[config.mk]
export PLATFORM = sky130hd
export DESIGN_NAME = fb_write_arbiter_flat
export DESIGN_NICKNAME = d
export VERILOG_FILES = /design/src/rtl/fb_write_arbiter_if.sv /design/src/rtl/fb_write_arbiter.sv /design/src/flat_wrapper.sv
export SDC_FILE = /design/constraint.sdc
export NUM_CORES = 1
export LEC_CHECK = 0
export BUFFER_PORTS_ARGS = -buffer_cell sky130_fd_sc_hd__buf_2
export CELL_PAD_IN_SITES_DETAIL_PLACEMENT = 1
export CELL_PAD_IN_SITES_GLOBAL_PLACEMENT = 1
export CORE_MARGIN = 1
export CORE_UTILIZATION = 35
export CTS_CLUSTER_DIAMETER = 30
export CTS_CLUSTER_SIZE = 14
export DETAILED_ROUTE_END_ITERATION = 7
export GPL_ROUTABILITY_DRIVEN = 0
export PLACE_DENSITY_LB_ADDON = 0.2
export RECOVER_POWER = 100
export SYNTH_ARGS = -nofsm -noshare
export SYNTH_HDL_FRONTEND = slang
export SYNTH_SLANG_ARGS = --single-unit
[constraint.sdc]
create_clock -name clk_in -period 3.1 [get_ports clk_in]
set_clock_uncertainty 0.15 [all_clocks]
set_input_delay 0.155 -clock clk_in [delete_from_list [all_inputs] [get_ports clk_in]]
set_output_delay 0.155 -clock clk_in [all_outputs]
set_load 0.03 [all_outputs]
[src/rtl/fb_write_arbiter_if.sv]
// Framebuffer port-A write bus shared by two requesters and the arbiter.
// The arbiter takes the slave side. Requesters or the bench take the master side.
interface fb_write_arbiter_if #(
    parameter int ADDR_W = 12
);
    logic              req0;
    logic              req1;
    logic              wr0;
    logic              wr1;
    logic [ADDR_W-1:0] addr0;
    logic [ADDR_W-1:0] addr1;
    logic [7:0]        data0;
    logic [7:0]        data1;
    logic              gnt0;
    logic              gnt1;
    logic [ADDR_W-1:0] ram_address;
    logic [7:0]        ram_data_out;
    logic              ram_write_enable;
    logic              ram_clk_enable;
    logic              busy;
    logic [7:0]        wait_count;

    modport master (
        output req0, req1, wr0, wr1, addr0, addr1, data0, data1,
        input  gnt0, gnt1, ram_address, ram_data_out, ram_write_enable,
               ram_clk_enable, busy, wait_count
    );

    modport slave (
        input  req0, req1, wr0, wr1, addr0, addr1, data0, data1,
        output gnt0, gnt1, ram_address, ram_data_out, ram_write_enable,
               ram_clk_enable, busy, wait_count
    );
endinterface

[src/rtl/fb_write_arbiter.sv]
// Round-robin arbiter for framebuffer write port A. It locks the port for a burst,
// bounds the burst length, and inserts one dead cycle between owners.
module fb_write_arbiter #(
    parameter int PIXEL_WIDTH     = 64,
    parameter int PIXEL_HEIGHT    = 32,
    parameter int BYTES_PER_PIXEL = 2,
    parameter int MAX_BURST       = 16
) (
    input  logic               clk_in,
    input  logic               reset,
    fb_write_arbiter_if.slave  bus
);
    localparam int ADDR_W = $clog2(PIXEL_WIDTH * PIXEL_HEIGHT * BYTES_PER_PIXEL);
    localparam int CNT_W  = $clog2(MAX_BURST + 1);
    localparam logic [CNT_W-1:0] BURST_MAX = CNT_W'(MAX_BURST);

    typedef enum logic [1:0] {IDLE, GRANT0, GRANT1, HANDOFF} state_t;

    state_t            state;
    state_t            next_state;
    logic              gnt0_q;
    logic              gnt1_q;
    logic              last_owner;
    logic [CNT_W-1:0]  burst_cnt;
    logic [ADDR_W-1:0] address_q;
    logic [7:0]        data_q;
    logic              write_q;
    logic [7:0]        wait_q;

    logic              accept0;
    logic              accept1;
    logic              accept_any;
    logic              burst_full;
    logic              waiting;

    // State register. A grant issued from IDLE is held back one cycle, which gives
    // the two-edge request-to-grant latency. A grant that follows HANDOFF starts
    // right away.
    always_ff @(posedge clk_in) begin
        // NOTE: sequential state uses non-blocking assignments only. Then every
        // flop samples pre-edge values, whatever order the statements are in.
        if (reset) begin
            state  <= IDLE;
            gnt0_q <= 1'b0;
            gnt1_q <= 1'b0;
        end else begin
            state  <= next_state;
            gnt0_q <= (next_state == GRANT0) && (state != IDLE);
            gnt1_q <= (next_state == GRANT1) && (state != IDLE);
        end
    end

    // Burst limit counts the write being accepted this cycle. Then the owner
    // releases the port on the edge of its MAX_BURST-th write.
    always_comb begin
        // NOTE: each combinational output gets a default first. Then no path
        // leaves it unassigned, and no latch is inferred.
        next_state = state;
        burst_full = (burst_cnt == BURST_MAX) ||
                     (accept_any && (burst_cnt == BURST_MAX - CNT_W'(1)));
        unique case (state)
            IDLE: begin
                if (bus.req0 && bus.req1) next_state = last_owner ? GRANT0 : GRANT1;
                else if (bus.req0)        next_state = GRANT0;
                else if (bus.req1)        next_state = GRANT1;
            end
            GRANT0: begin
                if (!bus.req0 || (burst_full && bus.req1))
                    next_state = bus.req1 ? HANDOFF : IDLE;
            end
            GRANT1: begin
                if (!bus.req1 || (burst_full && bus.req0))
                    next_state = bus.req0 ? HANDOFF : IDLE;
            end
            HANDOFF: begin
                if (last_owner) next_state = bus.req0 ? GRANT0 : IDLE;
                else            next_state = bus.req1 ? GRANT1 : IDLE;
            end
            default: next_state = IDLE;
        endcase
    end

    // Output decode: write acceptance and requester-waiting status.
    always_comb begin
        accept0    = gnt0_q && bus.req0 && bus.wr0;
        accept1    = gnt1_q && bus.req1 && bus.wr1;
        accept_any = accept0 || accept1;
        waiting    = (bus.req0 && !gnt0_q) || (bus.req1 && !gnt1_q);
    end

    // Datapath: burst counter, round-robin memory, registered RAM-side bus and wait counter.
    always_ff @(posedge clk_in) begin
        if (reset) begin
            last_owner <= 1'b1;
            burst_cnt  <= '0;
            address_q  <= '0;
            data_q     <= '0;
            write_q    <= 1'b0;
            wait_q     <= '0;
        end else begin
            if (state == GRANT0 && next_state != GRANT0) last_owner <= 1'b0;
            if (state == GRANT1 && next_state != GRANT1) last_owner <= 1'b1;

            if (next_state != state && (next_state == GRANT0 || next_state == GRANT1))
                burst_cnt <= '0;
            else if (accept_any && burst_cnt != BURST_MAX)
                burst_cnt <= burst_cnt + CNT_W'(1);

            write_q <= accept_any;
            if (accept0) begin
                address_q <= bus.addr0;
                data_q    <= bus.data0;
            end else if (accept1) begin
                address_q <= bus.addr1;
                data_q    <= bus.data1;
            end

            if (waiting && wait_q != 8'hFF) wait_q <= wait_q + 8'd1;
        end
    end

    assign bus.gnt0             = gnt0_q;
    assign bus.gnt1             = gnt1_q;
    assign bus.ram_address      = address_q;
    assign bus.ram_data_out     = data_q;
    assign bus.ram_write_enable = write_q;
    assign bus.ram_clk_enable   = write_q;
    assign bus.busy             = (state != IDLE);
    assign bus.wait_count       = wait_q;
endmodule

[src/flat_wrapper.sv]
// flat-port wrapper written by rule: the top's interface ports become plain ports
module fb_write_arbiter_flat 
#(
    parameter int PIXEL_WIDTH     = 64,
    parameter int PIXEL_HEIGHT    = 32,
    parameter int BYTES_PER_PIXEL = 2,
    parameter int MAX_BURST       = 16
)
  (clk_in, reset, bus_req0, bus_req1, bus_wr0, bus_wr1, bus_addr0, bus_addr1, bus_data0, bus_data1, bus_gnt0, bus_gnt1, bus_ram_address, bus_ram_data_out, bus_ram_write_enable, bus_ram_clk_enable, bus_busy, bus_wait_count);
  fb_write_arbiter_if #(.ADDR_W(12)) bus_i ();
  input  logic clk_in;
  input  logic reset;
  input wire logic [$bits(bus_i.req0)-1:0] bus_req0;
  input wire logic [$bits(bus_i.req1)-1:0] bus_req1;
  input wire logic [$bits(bus_i.wr0)-1:0] bus_wr0;
  input wire logic [$bits(bus_i.wr1)-1:0] bus_wr1;
  input wire logic [$bits(bus_i.addr0)-1:0] bus_addr0;
  input wire logic [$bits(bus_i.addr1)-1:0] bus_addr1;
  input wire logic [$bits(bus_i.data0)-1:0] bus_data0;
  input wire logic [$bits(bus_i.data1)-1:0] bus_data1;
  output wire logic [$bits(bus_i.gnt0)-1:0] bus_gnt0;
  output wire logic [$bits(bus_i.gnt1)-1:0] bus_gnt1;
  output wire logic [$bits(bus_i.ram_address)-1:0] bus_ram_address;
  output wire logic [$bits(bus_i.ram_data_out)-1:0] bus_ram_data_out;
  output wire logic [$bits(bus_i.ram_write_enable)-1:0] bus_ram_write_enable;
  output wire logic [$bits(bus_i.ram_clk_enable)-1:0] bus_ram_clk_enable;
  output wire logic [$bits(bus_i.busy)-1:0] bus_busy;
  output wire logic [$bits(bus_i.wait_count)-1:0] bus_wait_count;
  assign bus_i.req0 = bus_req0;
  assign bus_i.req1 = bus_req1;
  assign bus_i.wr0 = bus_wr0;
  assign bus_i.wr1 = bus_wr1;
  assign bus_i.addr0 = bus_addr0;
  assign bus_i.addr1 = bus_addr1;
  assign bus_i.data0 = bus_data0;
  assign bus_i.data1 = bus_data1;
  assign bus_gnt0 = bus_i.gnt0;
  assign bus_gnt1 = bus_i.gnt1;
  assign bus_ram_address = bus_i.ram_address;
  assign bus_ram_data_out = bus_i.ram_data_out;
  assign bus_ram_write_enable = bus_i.ram_write_enable;
  assign bus_ram_clk_enable = bus_i.ram_clk_enable;
  assign bus_busy = bus_i.busy;
  assign bus_wait_count = bus_i.wait_count;
  fb_write_arbiter #(.PIXEL_WIDTH(PIXEL_WIDTH), .PIXEL_HEIGHT(PIXEL_HEIGHT), .BYTES_PER_PIXEL(BYTES_PER_PIXEL), .MAX_BURST(MAX_BURST)) u_core (.clk_in(clk_in), .reset(reset), .bus(bus_i));
endmodule
==> results of run 1 <==
worst min-delay path: stages:
cell                       delay (ns)
sky130_fd_sc_hd__buf_2           0.09
sky130_fd_sc_hd__mux2i_1         0.11
sky130_fd_sc_hd__a211oi_1        0.08
cell families (layout without fill, tap and decap cells):
family | count (synthesis) | after routing | share of synthesized area
buf+inv | 25 | 98 | 0.06262
xor+xnor | 4 | 4 | 0.01789
fa+ha+maj | 6 | 6 | 0.03834
mux | 23 | 23 | 0.1176
flops | 39 | 39 | 0.3987
simple gates | 62 | 62 | 0.1764
compound gates | 52 | 52 | 0.1885
worst max-delay path by stage:
| stage | startpoint | to | cells past startpoint |
|---|---|---|---|
| 6_report | u_core.burst_cnt[0]$_SDFFE_PP0P_ | u_core.burst_cnt[2]$_SDFFE_PP0P_ | 10 |
| 5_1_grt | u_core.burst_cnt[0]$_SDFFE_PP0P_ | u_core.burst_cnt[2]$_SDFFE_PP0P_ | 10 |
| 4_1_cts | u_core.burst_cnt[0]$_SDFFE_PP0P_ | u_core.burst_cnt[2]$_SDFFE_PP0P_ | 10 |
| 3_5_place_dp | u_core.burst_cnt[0]$_SDFFE_PP0P_ | u_core.burst_cnt[2]$_SDFFE_PP0P_ | 10 |
| 3_3_place_gp | u_core.burst_cnt[0]$_SDFFE_PP0P_ | u_core.burst_cnt[2]$_SDFFE_PP0P_ | 10 |
| 2_1_floorplan | u_core.burst_cnt[0]$_SDFFE_PP0P_ | u_core.burst_cnt[2]$_SDFFE_PP0P_ | 10 |
layer usage:
metal,vias to the layer above,GRT usage,routed length [µm]
met3,7,0.03810,209
li1,904,-,-
met1,805,0.2117,2174
met2,41,0.2821,2317
met4,0,0.05769,57
met5,-,0,0
area by class of cell:
type                            instances  area [µm²]
Fill cell                             674        2826
Tap cell                               70       87.58
Sequential cell                        39       780.7
Clock inverter                          2       35.03
Multi-Input combinational cell        147        1027
Inverter                               10       37.54
Timing Repair Buffer                   80       360.3
Clock buffer                            6       82.58
synth_stat cells, drive strengths merged:
master	instances
o21ai	5
nand3b	4
o31ai	4
xnor2	2
nor3	2
a211oi	20
and4bb	1
clkbuf	5
a221oi	1
nand2	3
a211o	1
o22ai	2
ha	6
buf	10
or3	3
dfxtp	39
mux2i	23
inv	10
nor2	28
nand2b	1
a21oi	15
or4	3
nand3	7
and3	2
nand4	3
o21bai	1
a21bo	1
and2b	2
and2	2
xor2	2
nor2b	1
o221ai	1
a22oi	1
state kept, by name, summed over array words and instances, names as in the netlist:
signal and count:
u_core.bus.ram_clk_enable 1, u_core.bus.ram_data_out 8, u_core.bus.gnt1 1, u_core.burst_cnt 5, u_core.bus.gnt0 1, u_core.bus.ram_address 12, u_core.state 2, u_core.last_owner 1
u_core.bus.wait_count 8
power groups by stage:
stage | Combinational, µW | Clock [µW] | Sequential, µW
final | 179 | 439 | 539
after global routing | 200 | 476 | 543
after CTS | 189 | 451 | 539
after detailed placement | 189 | 0 | 551
after global placement | 185 | 0 | 550
after floorplan | 104 | 0 | 574
metrics by stage:
step	std cells	hold slack, ns
after CTS	354	0.04772
after global routing	354	0.06167
after detailed placement	346	0.3375
after global placement	346	0.3343
after floorplan	211	0.2366
final	354	0.04947
==> load_flow_metrics.sql, run 1 <==
INSERT INTO impl_metrics (metric_group, metric, value, unit) VALUES
('worst_hold_path', 'hold_path_class', 'input port to flop', ''),
('critical_path', 'crit_path_end_kind', 'flop', ''),
('cts', 'cts.reportedPaths.clkPinSlew', '0.07', 'ns'),
('cells_and_area', 'area_growth_syn_to_layout', '23.13', '%'),
('detailed_routing', 'post_drt_via_cell_ratio', '4.963', ''),
('cts', 'cts_made_buffers', '5', ''),
('critical_path', 'crit_required', '3.11', 'ns'),
('cts', 'clk_latency', '0.29', 'ns'),
('placement', 'port_buffers', '78', ''),
('cells_and_area', 'post_route_cells_drive_above_1_share', '0.2148', ''),
('cts', 'clk_root_buffer_cell', 'sky130_fd_sc_hd__clkbuf_8', ''),
('power_and_ir_drop', 'total_chip_power', '1158', 'µW'),
('cells_and_area', 'antenna-diode-count', '0', ''),
('power_and_ir_drop', 'internal_portion_of_total_power', '850.1', 'µW'),
('sta', 'fin_setup_tns', '0', 'ns'),
('power_and_ir_drop', 'peakVddDrop', '0.1886', 'mV'),
('die', 'die_y', '76.80', 'µm'),
('global_route', 'first_global_vias', '1697', ''),
('global_route', 'grt_start_max_net_pins', '39', ''),
('power_and_ir_drop', 'cellLeakagePower', '0.001067', 'µW'),
('cts', 'cts_post_setup_buffers_inserted', '0', ''),
('sta', 'worst-slew-pin-transition', '1.618', 'ns'),
('detailed_routing', 'drt_first_pass_iters', '4', ''),
('cells_and_area', 'mostFrequentLayoutCells', '45 x sky130_fd_sc_hd__buf_2, 39 x sky130_fd_sc_hd__dfxtp_1, 34 x sky130_fd_sc_hd__clkbuf_1', ''),
('sta', 'grt_setup_unrepaired', 'no', ''),
('power_and_ir_drop', 'switchingPower', '307.5', 'µW'),
('die', 'fp.dieArea', '0.005897', 'mm²'),
('detailed_routing', 'dr_total_vias', '1757', ''),
('flow_run', 'timing.max_cap.violations', '1', ''),
('outcome', 'failing_checks', 'max-capacitance violations, max-slew violations', ''),
('die', 'core_area', '0.005238', 'mm²'),
('synth', 'synth.largest_area_cell', 'sky130_fd_sc_hd__dfxtp_1', ''),
('sta', 'timing.slew.headroom', '-0.07846', ''),
('placement', 'dp_slack', '0.4339', 'ns'),
('synth', 'synth_cells', '211', ''),
('synth', 'register_bit_count_reported_by_yosys', '39', ''),
('critical_path', 'timing.critical_path.fanout_max', '5', ''),
('critical_path', 'max_stage_delay', '0.44', 'ns'),
('critical_path', 'path_cells', 'ha_1, and3_1, ha_1, nand4_1, nand3b_2, o22ai_1, inv_1, ha_1, o31ai_2, a22oi_1', ''),
('global_route', 'grt_antenna_before_repair', '0', ''),
('cts', 'numClockSinks', '39', ''),
('power_and_ir_drop', 'power_density', '480.1', 'mW/mm²'),
('synth', 'synth_area', '0.001958', 'mm²'),
('synth', 'warnings_from_yosys', '0', ''),
('outcome', 'outcome', 'complete, but fails checks', ''),
('critical_path', 'worst-setup-path-type', 'flop to flop', ''),
('detailed_routing', 'totalWireLength', '4759', 'µm'),
('detailed_routing', 'route.antenna.remaining_nets', '0', ''),
('sta', 'report.final.hold_viol_count', '0', ''),
('power_and_ir_drop', 'share_seq_of_total_power', '0.466', ''),
('power_and_ir_drop', 'power.share.switching', '0.2656', ''),
('cts', 'hold_buffers', '0', ''),
('detailed_routing', 'wl_per_cell', '13.44', 'µm'),
('cells_and_area', 'finalInstanceArea', '0.002411', 'mm²'),
('critical_path', 'reg2reg_depth', '10', ''),
('synth', 'post_synth.cell_area_avg', '9.280', 'µm²'),
('global_route', 'leftover_overflow_at_the_end_of_global_routing', '0', ''),
('die', 'rows', '26', ''),
('sta', 'timing.final.max_slew_violations', '24', ''),
('critical_path', 'crit_path_start_kind', 'flop', ''),
('synth', 'ys_types', '41', ''),
('sta', 'fmax', '371.6', 'MHz'),
('synth', 'synth_nets', '263', ''),
('die', 'initial_utilization', '0.3739', ''),
('critical_path', 'cp_num_buf_inv', '1', ''),
('power_and_ir_drop', 'clock_power_share', '0.379', ''),
('sta', 'final.period_utilization', '0.8680', ''),
('cells_and_area', 'final_common_cell', 'sky130_fd_sc_hd__buf_2', ''),
('global_route', 'globalRouteTotalUtil', '0.1687', ''),
('detailed_routing', 'detail_route.drc_violations', '0', ''),
('cts', 'cts-htree-levels', '2', '');
(Power assumes the default switching activity.)
==> run 2, diff against run 1 <==
--- a/config.mk
+++ b/config.mk
@@ -5,7 +5,7 @@
 export SDC_FILE = /design/constraint.sdc
 export NUM_CORES = 1
 export LEC_CHECK = 0
-export BUFFER_PORTS_ARGS = -buffer_cell sky130_fd_sc_hd__buf_2
+export BUFFER_PORTS_ARGS = -buffer_cell sky130_fd_sc_hd__clkbuf_2
 export CELL_PAD_IN_SITES_DETAIL_PLACEMENT = 1
 export CELL_PAD_IN_SITES_GLOBAL_PLACEMENT = 1
 export CORE_MARGIN = 1
==> run 2 against run 1 <==
The run still ends with max-capacitance violations, max-slew violations left; non-clock buffer count did not move; count of clock-buffer cells in the layout did not move; via count rose by 2.2%; critical path depth did not move; final area rose by 0.36%; maximum frequency fell by 0.30%; final cell count did not move; core utilization rose by 0.17 points; sequential share of layout area fell by 0.12 points; global-route usage rose by 0.30 points; critical path type unchanged; largest power group unchanged.
==> load_flow_metrics.sql, run 2 (synthesized netlist as in run 1, its figures left out) <==
INSERT INTO impl_metrics (metric_group, metric, value, unit) VALUES
('cts', 'cts.reportedPaths.clkPinSlew', '0.08', 'ns'),
('critical_path', 'crit_top_cell', 'sky130_fd_sc_hd__ha_1', ''),
('critical_path', 'origin_of_the_worst_setup_path', 'u_core.burst_cnt[0]$_SDFFE_PP0P_', ''),
('global_route', 'leftover_overflow_at_the_end_of_global_routing', '0', ''),
('critical_path', 'timing.critical_path.max_delay_family', 'compound AO/OA/AOI/OAI gates', ''),
('sta', 'timing.final.max_slew_violations', '24', ''),
('sta', 'finalWorstPathRequiredPeriod', '2.699', 'ns'),
('critical_path', 'crit_path_start_kind', 'flop', ''),
('power_and_ir_drop', 'peakVddDrop', '0.1830', 'mV'),
('die', 'die_x_extent', '76.80', 'µm'),
('detailed_routing', 'totalWireLength', '4757', 'µm'),
('detailed_routing', 'route.antenna.remaining_nets', '0', ''),
('placement', 'hpwlAfterDp', '3508', 'µm'),
('detailed_routing', 'post_drt_via_cell_ratio', '5.071', ''),
('critical_path', 'worst_r2r_startpoint', 'u_core.burst_cnt[0]$_SDFFE_PP0P_', ''),
('global_route', 'first_global_vias', '1762', ''),
('detailed_routing', 'drt-initial-drc-count', '45', ''),
('sta', 'grt_setup_unrepaired', 'no', ''),
('cts', 'numClockSinks', '39', ''),
('critical_path', 'critical_path_cell_count', '10', ''),
('cells_and_area', 'post_route_cells_drive_above_1_share', '0.2077', ''),
('cells_and_area', 'largest_register_ffs', '12', ''),
('cts', 'clk_latency', '0.29', 'ns'),
('detailed_routing', 'wl_per_cell', '13.44', 'µm'),
('outcome', 'outcome', 'complete, but fails checks', ''),
('cells_and_area', 'finalNetCount', '335', ''),
('cells_and_area', 'multi_input_comb_area', '0.001021', 'mm²'),
('die', 'rows', '26', ''),
('die', 'io-pin-count', '79', ''),
('cts', 'clk_root_buffer_cell', 'sky130_fd_sc_hd__clkbuf_8', ''),
('detailed_routing', 'dr_total_vias', '1795', ''),
('cts', 'hold_buffers', '0', ''),
('worst_hold_path', 'hold-path-cell-count', '3', ''),
('worst_hold_path', 'hold_path_end', 'u_core.bus.ram_data_out[7]$_SDFFE_PP0N_', ''),
('die', 'core_area', '0.005238', 'mm²'),
('detailed_routing', 'drt_first_pass_iters', '4', ''),
('critical_path', 'path_cells', 'ha_1, and3_1, ha_1, nand4_1, nand3b_2, o22ai_1, inv_1, ha_1, o31ai_2, a221oi_1', ''),
('cts', 'cts_tree', 'built', ''),
('power_and_ir_drop', 'cellLeakagePower', '0.001080', 'µW'),
('sta', 'fin_setup_tns', '0', 'ns'),
('cells_and_area', 'sequential_cell_area', '780.7', 'µm²'),
('cells_and_area', 'area_growth_syn_to_layout', '23.58', '%'),
('global_route', 'grt_antenna_before_repair', '0', ''),
('critical_path', 'timing.critical_path.fanout_max', '5', ''),
('sta', 'worst-slew-pin-transition', '1.556', 'ns'),
('power_and_ir_drop', 'total_chip_power', '1222', 'µW'),
('critical_path', 'cp_data_arrival_time', '2.71', 'ns'),
('critical_path', 'crit_path_end_kind', 'flop', ''),
('critical_path', 'cp_max_stage_cell', 'sky130_fd_sc_hd__o31ai_2', ''),
('cells_and_area', 'n_fill_cell', '663', ''),
('critical_path', 'worst-setup-path-type', 'flop to flop', ''),
('sta', 'final.period_utilization', '0.8706', ''),
('cells_and_area', 'mostFrequentLayoutCells', '45 x sky130_fd_sc_hd__clkbuf_2, 39 x sky130_fd_sc_hd__dfxtp_1, 35 x sky130_fd_sc_hd__clkbuf_1', ''),
('critical_path', 'r2r_path_end', 'u_core.burst_cnt[4]$_SDFFE_PP0P_', ''),
('cts', 'cts-htree-levels', '2', ''),
('flow_run', 'timing.max_cap.violations', '1', ''),
('worst_hold_path', 'hold_path_class', 'input port to flop', ''),
('worst_hold_path', 'worst_hold_startpoint', 'bus_data0[7]', ''),
('sta', 'setup-violations-final', '0', ''),
('critical_path', 'crit_required', '3.11', 'ns'),
('die', 'fp.dieArea', '0.005897', 'mm²'),
('global_route', 'globalRouteTotalUtil', '0.1717', ''),
('global_route', 'grt_pass1_wl', '8052', 'µm'),
('cts', 'cts-resized-gates', '0', ''),
('critical_path', 'cp_num_buf_inv', '1', ''),
('cts', 'cts_post_setup_buffers_inserted', '0', ''),
('cells_and_area', 'final_common_cell', 'sky130_fd_sc_hd__clkbuf_2', ''),
('critical_path', 'timing.reg2reg.setup_slack', '0.40', 'ns'),
('power_and_ir_drop', 'power_density', '505.0', 'mW/mm²'),
('cts', 'cts_made_buffers', '5', ''),
('outcome', 'failing_checks', 'max-capacitance violations, max-slew violations', ''),
('cts', 'clock_path_buffers', '2', ''),
('die', 'die_y', '76.80', 'µm'),
('critical_path', 'max_stage_delay', '0.40', 'ns'),
('sta', 'report.final.hold_viol_count', '0', ''),
('critical_path', 'reg2reg_depth', '10', ''),
('cells_and_area', 'antenna-diode-count', '0', ''),
('placement', 'port_buffers', '78', ''),
('die', 'initial_utilization', '0.3739', ''),
('sta', 'timing.slew.headroom', '-0.03717', ''),
('sta', 'fmax', '370.5', 'MHz'),
('global_route', 'grt_start_max_net_pins', '37', ''),
('detailed_routing', 'detail_route.drc_violations', '0', '');
## run 2: metal layers
layer	vias to the layer above	track usage	part of all wire
li1	906	-	-
met1	838	0.2036	0.44
met2	43	0.2938	0.50
met3	8	0.04286	0.047
met4	0	0.06923	0.017
met5	-	0	0
## run 2: tightest hold or removal path, delay by kind of cell
family                 cells  cell delay (ns)
multiplexers               1             0.11
buffers and inverters      1             0.08
AO/OA/AOI/OAI              1             0.08
## run 2: where the power goes
part           internal (µW)  total (µW)  switching [µW]
Combinational           69.7         179             110
Sequential               520         538            18.2
Clock                    322         504             183
Total                    912        1220             311
## run 2: worst max path at each step
| stage | to | slack [ns] |
|---|---|---|
| floorplan | u_core.burst_cnt[2]$_SDFFE_PP0P_ | 0.62 |
| detailed placement | u_core.burst_cnt[2]$_SDFFE_PP0P_ | 0.38 |
| finish | u_core.burst_cnt[4]$_SDFFE_PP0P_ | 0.40 |
| global route | u_core.burst_cnt[4]$_SDFFE_PP0P_ | 0.16 |
| CTS | u_core.burst_cnt[2]$_SDFFE_PP0P_ | 0.38 |
| global placement | u_core.burst_cnt[2]$_SDFFE_PP0P_ | 0.50 |
## run 2: cell type report
class,instances,share of cell area
Clock buffer,6,0.02999
Tap cell,70,0.03619
Inverter,10,0.01551
Timing Repair Buffer,80,0.1489
Sequential cell,39,0.3226
Multi-Input combinational cell,147,0.4219
Clock inverter,2,0.02482
## run 2: stage by stage
| step | setup WS, ns | utilization | instance area, µm² | instances | hold WS [ns] |
|---|---|---|---|---|---|
| final | 0.4011 | 0.4620 | 2420 | 354 | 0.02621 |
| after global routing | 0.1606 | 0.4620 | 2420 | 354 | 0.02855 |
| after CTS | 0.3793 | 0.4771 | 2499 | 354 | 0.02090 |
| after detailed placement | 0.3843 | 0.4517 | 2366 | 346 | 0.3430 |
| after global placement | 0.5002 | 0.4517 | 2366 | 346 | 0.3324 |
| after floorplan | 0.6227 | - | 1958 | 211 | 0.2366 |
==> run 3, diff against run 2 <==
--- a/config.mk
+++ b/config.mk
@@ -5,15 +5,16 @@
 export SDC_FILE = /design/constraint.sdc
 export NUM_CORES = 1
 export LEC_CHECK = 0
+export ABC_AREA = 1
 export BUFFER_PORTS_ARGS = -buffer_cell sky130_fd_sc_hd__clkbuf_2
 export CELL_PAD_IN_SITES_DETAIL_PLACEMENT = 1
 export CELL_PAD_IN_SITES_GLOBAL_PLACEMENT = 1
 export CORE_MARGIN = 1
-export CORE_UTILIZATION = 35
+export CORE_UTILIZATION = 32
 export CTS_CLUSTER_DIAMETER = 30
-export CTS_CLUSTER_SIZE = 14
 export DETAILED_ROUTE_END_ITERATION = 7
 export GPL_ROUTABILITY_DRIVEN = 0
+export MAX_ROUTING_LAYER = met4
 export PLACE_DENSITY_LB_ADDON = 0.2
 export RECOVER_POWER = 100
 export SYNTH_ARGS = -nofsm -noshare
==> run 3 against run 2 <==
The flow now finishes without violations; sequential power is 3% higher; synthesized area is 5.9% lower; setup slack better by 0.14 ns; largest cell class unchanged.
==> load_flow_metrics.sql, run 3 <==
INSERT INTO impl_metrics (metric_group, metric, value, unit) VALUES
('cells_and_area', 'final_common_cell', 'sky130_fd_sc_hd__nand2_1', ''),
('synth', 'register_bit_count_reported_by_yosys', '39', ''),
('synth', 'synth_fa_ha_area_frac', '0.04076', ''),
('detailed_routing', 'totalWireLength', '5711', 'µm'),
('sta', 'timing.slew.headroom', '0.4295', ''),
('cells_and_area', 'area_growth_syn_to_layout', '45.65', '%'),
('sta', 'final.period_utilization', '0.8251', ''),
('outcome', 'outcome', 'complete, no violations', ''),
('synth', 'synth_top_family_by_area', 'simple AND/OR/NAND/NOR gates', ''),
('power_and_ir_drop', 'pwr-share-comb', '0.256', ''),
('cts', 'clk_root_buffer_cell', 'sky130_fd_sc_hd__clkbuf_8', ''),
('synth', 'synth_area', '0.001842', 'mm²'),
('placement', 'hpwlAfterDp', '3814', 'µm'),
('synth', 'post_synth_most_frequent_cells', '51 x sky130_fd_sc_hd__nand2_1, 39 x sky130_fd_sc_hd__dfxtp_1, 28 x sky130_fd_sc_hd__o21ai_0', ''),
('power_and_ir_drop', 'total_chip_power', '1200', 'µW'),
('power_and_ir_drop', 'clock_power_share', '0.283', ''),
('power_and_ir_drop', 'power.share.switching', '0.3292', ''),
('power_and_ir_drop', 'cellLeakagePower', '0.001235', 'µW'),
('die', 'die_x_extent', '77.87', 'µm'),
('cts', 'clk_latency', '0.29', 'ns'),
('detailed_routing', 'route.antenna.remaining_nets', '0', ''),
('power_and_ir_drop', 'power_density', '447.4', 'mW/mm²'),
('sta', 'report.final.hold_viol_count', '0', ''),
('sta', 'fmax', '391.0', 'MHz'),
('detailed_routing', 'post_drt_via_cell_ratio', '4.777', ''),
('sta', 'timing.final.max_slew_violations', '0', ''),
('critical_path', 'crit_path_start_kind', 'input port', ''),
('cts', 'cts-resized-gates', '0', ''),
('cts', 'cts.reportedPaths.clkPinSlew', '0.08', 'ns'),
('global_route', 'globalRouteTotalUtil', '0.2001', ''),
('cts', 'clock_path_buffers', '2', ''),
('die', 'initial_utilization', '0.3324', ''),
('synth', 'share_of_flip_flops_with_an_asynchronous_set_or_reset', '0', ''),
('global_route', 'grt_antenna_before_repair', '0', ''),
('synth', 'synth_simple_gate_area_share', '0.2554', ''),
('synth', 'synth-main-ff-cell', 'sky130_fd_sc_hd__dfxtp_1', ''),
('cts', 'numClockSinks', '39', ''),
('placement', 'placed_cells', '391', ''),
('cells_and_area', 'largest_register_ffs', '12', ''),
('detailed_routing', 'drt_first_pass_iters', '4', ''),
('synth', 'synth_cells', '249', ''),
('global_route', 'leftover_overflow_at_the_end_of_global_routing', '0', ''),
('detailed_routing', 'detail_route.drc_violations', '0', ''),
('cells_and_area', 'finalInstanceArea', '0.002683', 'mm²'),
('synth', 'ys_top_cells_by_area', 'sky130_fd_sc_hd__dfxtp_1 42%, sky130_fd_sc_hd__nand2_1 10%, sky130_fd_sc_hd__o21ai_0 7.6%, sky130_fd_sc_hd__a31oi_1 5.4%, sky130_fd_sc_hd__inv_1 4.5%', ''),
('synth', 'synth.largest_area_cell', 'sky130_fd_sc_hd__dfxtp_1', ''),
('cts', 'cts-htree-levels', '2', ''),
('die', 'io-pin-count', '79', ''),
('detailed_routing', 'dr_total_vias', '2078', ''),
('global_route', 'grt_start_max_net_pins', '31', ''),
('sta', 'grt_setup_unrepaired', 'no', ''),
('synth', 'warnings_from_yosys', '0', ''),
('synth', 'synth_seq_area_share', '0.4239', ''),
('cells_and_area', 'final_util', '0.4842', ''),
('detailed_routing', 'drt-initial-drc-count', '49', ''),
('flow_run', 'timing.max_cap.violations', '0', ''),
('synth', 'synth.top_cell.area_share', '0.4239', ''),
('die', 'core_area', '0.005540', 'mm²'),
('power_and_ir_drop', 'internal_portion_of_total_power', '805.1', 'µW'),
('synth', 'synth_xor_area_frac', '0.01427', ''),
('die', 'rows', '27', ''),
('power_and_ir_drop', 'switchingPower', '395.1', 'µW'),
('sta', 'worst-slew-pin-transition', '0.8548', 'ns'),
('cells_and_area', 'finalNetCount', '414', ''),
('cells_and_area', 'post_route_cells_drive_above_1_share', '0.1763', ''),
('synth', 'post_synth.cell_area_avg', '7.397', 'µm²'),
('power_and_ir_drop', 'share_seq_of_total_power', '0.461', ''),
('detailed_routing', 'wl_per_cell', '13.13', 'µm'),
('cells_and_area', 'finish.cell_count_without_fillers', '435', ''),
('worst_hold_path', 'hold_path_class', 'input port to flop', ''),
('synth', 'ys_types', '28', ''),
('synth', 'synth_nets', '301', ''),
('die', 'fp.dieArea', '0.006063', 'mm²'),
('placement', 'placed_cell_area', '0.002296', 'mm²'),
('cts', 'cts_made_buffers', '5', ''),
('critical_path', 'timing.critical_path.fanout_max', '30', ''),
('synth', 'synth_area_in_compound_gates', '0.1760', ''),
('power_and_ir_drop', 'peakVddDrop', '0.2055', 'mV'),
('global_route', 'grt_pass1_wl', '9328', 'µm'),
('critical_path', 'cp_data_arrival_time', '2.64', 'ns'),
('critical_path', 'crit_required', '3.19', 'ns'),
('cells_and_area', 'antenna-diode-count', '0', ''),
('critical_path', 'worst-setup-path-type', 'input port to flop', ''),
('sta', 'finalWorstPathRequiredPeriod', '2.558', 'ns'),
('synth', 'yosys-mux-area-fraction', '0.01630', ''),
('placement', 'port_buffers', '78', ''),
('global_route', 'first_global_vias', '1983', ''),
('synth', 'synth_enable_flop_cells', '0', ''),
('sta', 'fin_setup_tns', '0', 'ns'),
('sta', 'setup-violations-final', '0', ''),
('cts', 'cts_tree', 'built', ''),
('die', 'die_y', '77.87', 'µm'),
('synth', 'yosys.cell_count.top_type', 'sky130_fd_sc_hd__nand2_1', ''),
('critical_path', 'crit_path_end_kind', 'flop', ''),
('cells_and_area', 'mostFrequentLayoutCells', '54 x sky130_fd_sc_hd__nand2_1, 44 x sky130_fd_sc_hd__clkbuf_2, 39 x sky130_fd_sc_hd__dfxtp_1', '');
==> run 3: cell count changes after synthesis, moves of 4 or more <==
cell                       previous run  this run
sky130_fd_sc_hd__o21ai_0              5        28
sky130_fd_sc_hd__nand2_2              0         4
sky130_fd_sc_hd__buf_2                5         0
sky130_fd_sc_hd__nand3_1              6        16
sky130_fd_sc_hd__nor2_2               0         7
sky130_fd_sc_hd__a21oi_1             15        10
sky130_fd_sc_hd__nand2_1              3        51
sky130_fd_sc_hd__mux2i_1             23         3
sky130_fd_sc_hd__nor2_1              28        17
sky130_fd_sc_hd__a211oi_1            20         0
sky130_fd_sc_hd__inv_1               10        22
sky130_fd_sc_hd__a31oi_1              0        16
==> run 3: worst max-delay path, stage by stage <==
cell	delay, ns
sky130_fd_sc_hd__dlygate4sd3_1	0.55
sky130_fd_sc_hd__clkbuf_1	0.18
sky130_fd_sc_hd__inv_1	0.66
sky130_fd_sc_hd__o21ai_0	0.29
sky130_fd_sc_hd__a31oi_1	0.22
sky130_fd_sc_hd__dlygate4sd3_1	0.57
==> run 3: logic make-up after synthesis <==
group / after synthesis
AOI/OAI and AO/OA: 59
buffers and inverters: 35
DFF: 39
adders and majority gates: 6
xor gates and xnor gates: 3
and+or+nand+nor: 104
muxes: 3
==> run 3: power groups by stage <==
stage	combinational [µW]	clock, µW	sequential, µW
global placement	282	0	565
global route	343	372	558
detailed placement	286	0	565
CTS	321	351	553
floorplan	158	0	599
finish	307	339	554
==> run 3: final timing paths <==
kind                                           start                                       to  slack, ns  cells after the start
min reg2reg  u_core.bus.ram_data_out[2]$_SDFFE_PP0N_  u_core.bus.ram_data_out[2]$_SDFFE_PP0N_       0.34                      2
max reg2reg               u_core.bus.gnt1$_SDFF_PP0_   u_core.bus.ram_address[2]$_SDFFE_PP0N_       0.69                      6
max                                            reset   u_core.bus.ram_address[2]$_SDFFE_PP0N_       0.54                      6
min                                     bus_data1[5]  u_core.bus.ram_data_out[5]$_SDFFE_PP0N_       0.01                      3
==> run 3: routing by layer <==
metal	wire [µm]	vias up	global-route usage
li1	-	1055	-
met1	2615	969	0.2584
met2	2804	47	0.3186
met3	238	7	0.04000
met4	53	0	0.05094
met5	0	-	-
==> run 3: cell type report <==
class                   count  area [µm²]
fillers                   744        2858
multi-input cells         175       913.4
flip-flops and latches     39       780.7
repair buffers            116       723.2
inverters                  25       93.84
well taps                  72       90.09
clock buffers               7       76.32
clock inverters             1       5.005
==> run 3: what timing repair did <==
item / 4_1_cts / 5_1_grt
hold endpoints to repair: 24 / 0
hold buffers: 36 / 0
setup buffers: 0 / 0
==> run 3: through the flow <==
stage,hold slack [ns],worst slack [ns]
floorplan,0.07699,1.113
global placement,0.2453,0.9985
detailed placement,0.2498,0.8913
CTS,0.004204,0.6452
global route,0.02056,0.3892
finish,0.01471,0.5422
